[src/rtl/boot_pkg.sv]
// Shared types and widths for the instruction-memory boot loader.
package boot_pkg;

  localparam int LEN_WIDTH  = 16;
  localparam int BYTE_WIDTH = 8;
  localparam int INST_WIDTH = 32;

  typedef enum logic [2:0] {
    LEN_LO,
    LEN_HI,
    PAYLOAD,
    CHECK,
    DONE,
    ERROR
  } boot_state_e;

endpackage

[src/rtl/boot_word_packer.sv]
// Packs a byte stream little-endian into 32-bit words; word_valid_o pulses
// one cycle after the 4th byte of each word is accepted.
module boot_word_packer
  import boot_pkg::*;
(
  input  logic                  clk,
  input  logic                  rst,
  input  logic                  byte_valid_i,
  input  logic [BYTE_WIDTH-1:0] byte_i,
  output logic                  last_byte_o,
  output logic                  word_valid_o,
  output logic [INST_WIDTH-1:0] word_o
);

  logic [1:0]            cnt_q, cnt_d;
  logic [INST_WIDTH-1:0] word_q, word_d;
  logic                  word_valid_q, word_valid_d;

  // Shifting in from the top leaves the first byte of a word in bits [7:0].
  always_comb begin
    cnt_d        = cnt_q;
    word_d       = word_q;
    word_valid_d = 1'b0;
    if (byte_valid_i) begin
      cnt_d        = cnt_q + 2'd1;
      word_d       = {byte_i, word_q[INST_WIDTH-1:BYTE_WIDTH]};
      word_valid_d = (cnt_q == 2'd3);
    end
  end

  always_ff @(posedge clk) begin
    if (rst) begin
      cnt_q        <= 2'd0;
      word_q       <= '0;
      word_valid_q <= 1'b0;
    end else begin
      cnt_q        <= cnt_d;
      word_q       <= word_d;
      word_valid_q <= word_valid_d;
    end
  end

  assign last_byte_o  = (cnt_q == 2'd3);
  assign word_valid_o = word_valid_q;
  assign word_o       = word_q;

endmodule

[src/rtl/imem_boot_loader.sv]
// Loads a length-prefixed, XOR-checksummed program image into instruction
// memory and holds the CPU in reset until the image is verified.
//
//   state   | meaning
//   LEN_LO  | waiting for word count, low byte
//   LEN_HI  | waiting for word count, high byte; range check
//   PAYLOAD | packing image bytes into words and writing them
//   CHECK   | waiting for checksum byte
//   DONE    | image verified, CPU released (terminal)
//   ERROR   | overflow or checksum mismatch, CPU held (terminal)
module imem_boot_loader
  import boot_pkg::*;
#(
  parameter int ADDR_WIDTH = 8
) (
  input  logic                  clk,
  input  logic                  rst,
  input  logic                  in_valid,
  input  logic [BYTE_WIDTH-1:0] in_data,
  output logic                  in_ready,
  output logic                  imem_we,
  output logic [ADDR_WIDTH-1:0] imem_addr,
  output logic [INST_WIDTH-1:0] imem_wdata,
  output logic                  cpu_rst_hold,
  output logic                  load_done,
  output logic                  load_err
);

  localparam logic [LEN_WIDTH:0] CAPACITY = (LEN_WIDTH+1)'(1) << ADDR_WIDTH;

  boot_state_e           state_q, state_d;
  logic [LEN_WIDTH-1:0]  len_q, len_d;
  logic [ADDR_WIDTH-1:0] addr_q, addr_d;
  logic [BYTE_WIDTH-1:0] csum_q, csum_d;
  logic [LEN_WIDTH-1:0]  n_full;
  logic                  xfer;
  logic                  pk_valid;
  logic                  last_byte;
  logic                  word_valid;
  logic [INST_WIDTH-1:0] word;

  assign in_ready = !rst && (state_q inside {LEN_LO, LEN_HI, PAYLOAD, CHECK});
  assign xfer     = in_valid && in_ready;

  boot_word_packer u_packer (
    .clk          (clk),
    .rst          (rst),
    .byte_valid_i (pk_valid),
    .byte_i       (in_data),
    .last_byte_o  (last_byte),
    .word_valid_o (word_valid),
    .word_o       (word)
  );

  always_comb begin
    state_d  = state_q;
    len_d    = len_q;
    addr_d   = addr_q;
    csum_d   = csum_q;
    pk_valid = 1'b0;
    n_full   = {in_data, len_q[BYTE_WIDTH-1:0]};

    // The last word's write lands after the move to CHECK, so the index
    // stops at N-1 instead of wrapping on a full-capacity image.
    if (word_valid && state_q == PAYLOAD) addr_d = addr_q + ADDR_WIDTH'(1);

    unique case (state_q)
      LEN_LO: begin
        if (xfer) begin
          len_d   = {len_q[LEN_WIDTH-1:BYTE_WIDTH], in_data};
          state_d = LEN_HI;
        end
      end
      LEN_HI: begin
        if (xfer) begin
          len_d = n_full;
          if ({1'b0, n_full} > CAPACITY) state_d = ERROR;
          else if (n_full == '0)         state_d = CHECK;
          else                           state_d = PAYLOAD;
        end
      end
      PAYLOAD: begin
        if (xfer) begin
          pk_valid = 1'b1;
          csum_d   = csum_q ^ in_data;
          if (last_byte && (LEN_WIDTH'(addr_q) == len_q - LEN_WIDTH'(1)))
            state_d = CHECK;
        end
      end
      CHECK: begin
        if (xfer) state_d = (in_data == csum_q) ? DONE : ERROR;
      end
      default: ;
    endcase
  end

  always_ff @(posedge clk) begin
    if (rst) begin
      state_q <= LEN_LO;
      len_q   <= '0;
      addr_q  <= '0;
      csum_q  <= '0;
    end else begin
      state_q <= state_d;
      len_q   <= len_d;
      addr_q  <= addr_d;
      csum_q  <= csum_d;
    end
  end

  assign imem_we      = word_valid && !rst;
  assign imem_addr    = addr_q;
  assign imem_wdata   = word;
  assign load_done    = (state_q == DONE);
  assign load_err     = (state_q == ERROR);
  assign cpu_rst_hold = (state_q != DONE);

endmodule

[config.mk]
export PLATFORM = sky130hd
export DESIGN_NAME = imem_boot_loader
export DESIGN_NICKNAME = d
export VERILOG_FILES = /design/src/rtl/boot_pkg.sv /design/src/rtl/boot_word_packer.sv /design/src/rtl/imem_boot_loader.sv
export SDC_FILE = /design/constraint.sdc
export NUM_CORES = 1
export LEC_CHECK = 0
export ABC_CLOCK_PERIOD_IN_PS = 1700
export BUFFER_PORTS_ARGS = -buffer_cell sky130_fd_sc_hd__buf_2
export CORE_MARGIN = 3
export CORE_UTILIZATION = 50
export CTS_CLUSTER_SIZE = 10
export DETAILED_ROUTE_END_ITERATION = 10
export PLACE_DENSITY = 0.75
export SLEW_MARGIN = 20
export SYNTH_ARGS = -nofsm -noshare
export SYNTH_HDL_FRONTEND = slang
export SYNTH_SLANG_ARGS = --single-unit
[constraint.sdc]
create_clock -name clk -period 1.7 [get_ports clk]
set_clock_uncertainty 0.1 [all_clocks]
set_input_delay 0.34 -clock clk [delete_from_list [all_inputs] [get_ports clk]]
set_output_delay 0.34 -clock clk [all_outputs]
set_load 0.02 [all_outputs]
==> out/metrics.csv <==
metric;value;unit
Via density;5.34;
CP Capture Point;state_q[0];
CTS Root Cell;clkbuf_8;
Worst slew margin;79.2;%
Worst Setup End Kind;flip-flop;
Req. time, crit path;1.84;ns
switch share;29.0;%
sequential area share after synthesis;44.4;%
Mapped Cells;386;
reg2reg end;state_q[0];
share of cells above drive strength 1;30.7;%
CP Launch Type;flip-flop;
Cell Count Post-Placement;538;
Yosys cell types;48;
status;finished, violations left;
NetSw;1.00;mW
antenna diode count;0;
Worst-Skew Late Latency;0.35;ns
leak pwr;1.69;nW
Setup violations, final;2;
FP Rows;28;
cell internal pwr;2.45;mW
crit path from;len_q[8];
Final GP Congestion;0.862;
top-count cell post-synth;nand2_1;
Final ANT Viol Nets;0;
power per cell area;844;nW/um2
First-pass DRT Iterations;4;
Syn Std Cell Area;3150;um2
port bufs;55;
H-tree level count;3;
Worst R2R Setup Slack;-0.13;ns
number of global-route vias before repair;2803;
Async SR Flop Fraction;0;%
Clock Power Share;37.0;%
reg2reg path depth;7;
Fillers;477;
fin crit period;1.83;ns
DPL Wire Length;5410;um
initial antenna violation count;0;
Max VDD drop;0.544;mV
RSZ-0062 raised after global routing;true;
full die area;7300;um2
Synth-to-Final Area Change;29.7;%
Max Freq;0.545;GHz
final wirelength;7690;um
Setup CP Type;flip-flop to flip-flop;
CORE AREA;6030;um2
Final Util;67.9;%
Starting Density;52.3;%
first-pass GRT wire length;13000;um
post-CTS setup buffer count;0;
non-filler instance count after layout;554;
DRC Markers;0;
Synth Area per Inst;8.17;um2
Die Y;85.4;um
violated checks;negative setup slack;
Slew Viols, Final;0;
synth cell count leaders;92 x nand2_1, 70 x dfxtp_1, 53 x a21oi_1;
initial DRC count;263;
Max-cap violations;0;
via count;2957;
CTS tree;done;
crit-path max FO;4;
#FFs+latches synth;70;
Worst Slack Setup Final;-0.133;ns
number of synthesized flops with an enable pin;0;
Die Width;85.4;um
overflow left after global routing;0;
prevailing post-synth register cell;dfxtp_1;
largest net degree at the start of global routing;36;
part of the cycle the worst path needs;108;%
Logic pwr share;14.2;%
Worst-path clk slew;0.08;ns
Hold Violations, Final;0;
post-cts hold buffer count;0;
sequential fraction of design power;48.9;%
area leader, netlist;dfxtp_1;
GRT Util Overall;22.2;%
Worst Path Arrival;1.97;ns
clock tree sinks;70;
Num CTS Buffers;9;
Syn Nets;400;
DR WL/cell;13.9;um
Synth top area share;44.4;%
FF-to-FF Start;len_q[8];
nets;488;
CTS Buffer Depth;2;
Total Power;3.45;mW
Hold Crit Class;primary input to flip-flop;
I/O pin total;56;
Worst Tran Pin Value;0.310;ns
Area contributors post-synth;dfxtp_1 44%, nand2_1 11%, a21oi_1 8.4%;
yosys warns;0;
[routing by layer]
metal | part of all wire, % | track usage (%)
met3 | 6.3 | 4.08
met4 | 1.8 | 9.21
met1 | 46 | 31.1
met5 | 0 | 0
met2 | 46 | 33.5
[kinds of logic after synthesis]
group	share of synthesized area [%]
flip-flops	44.4
adder cells (fa/ha/maj)	1.19
XOR/XNOR	9.72
buffers and inverters	3.81
AO/OA/AOI/OAI	12.3
AND/OR/NAND/NOR	28.2
multiplexers	0.317
[worst max-delay path, stage by stage, from the launching register on]
cell     delay, ns
dfxtp_2       0.33
buf_4         0.14
nor4_1        0.32
nor3_1        0.09
a211o_1       0.31
a32o_1        0.26
nand4_1       0.10
a21oi_1       0.07
[power groups by stage]
stage	Clock [mW]	Sequential, mW	Combinational, mW
after floorplan	0	1.72	0.280
after global placement	0	1.72	0.439
after detailed placement	0	1.72	0.445
after CTS	1.30	1.68	0.465
after global routing	1.37	1.69	0.528
final	1.28	1.69	0.489
[placed cells by master (no fill, tap or decap), drive strengths merged, types with 2 or more instances in the layout]
cell and instances:
buf 101, nand2 92, dfxtp 70, a21oi 53, nor2 27, nand3 21
xor2 20, xnor2 15, clkbuf 9, nor4 8, inv 7, nand4 6
nor3 5, nor2b 5, nor4b 3, ha 3, and2 2, nand2b 2
a211oi 2, and3 2, o21ai 2, a211o 2, clkinvlp 2, nor4bb 2
or4 2
[through the flow]
step           hold WS, ns  setup TNS [ns]  setup WS [ns]  area [um2]
2_1_floorplan        0.336        -0.00202       -0.00202        3180
3_3_place_gp         0.340          -0.226         -0.109        3790
3_5_place_dp         0.344          -0.648         -0.279        3790
4_1_cts              0.142          -0.171        -0.0945        4040
5_1_grt              0.174          -0.505         -0.160        4090
6_report             0.148          -0.221         -0.133        4090
[registers in the layout, summed over array words and instances (netlist names)]
register	cells
u_packer.word_valid_o	1
state_q	3
imem_addr	8
len_q	16
u_packer.cnt_q	2
csum_q	8
u_packer.word_o	32
[repair_timing]
item,CTS,global route
resized for setup,14,15
setup endpoints to repair,5,14
pin swaps,1,13
[worst min-delay path by stage]
stage                            start  slack (ns)            endpoint  cells past startpoint
finish                             rst        0.15          state_q[1]                      2
CTS                                rst        0.14          state_q[2]                      2
detailed placement  u_packer.word_o[5]        0.34  u_packer.word_o[5]                      2
global placement    u_packer.word_o[7]        0.34  u_packer.word_o[7]                      2
floorplan                    len_q[15]        0.34           len_q[15]                      2
global route                       rst        0.17          state_q[1]                      2
[layout make-up]
type                       count  area (um2)  share of cell area, %
inverter                       3        11.3                  0.275
clock inverter                 7        61.3                   1.50
tap                           75        93.8                   2.29
timing repair buffer         101         656                   16.0
sequential                    70        1410                   34.4
multi-input combinational    289        1740                   42.4
clock buffer                   9         124                   3.03
(Power assumes the default switching activity.)
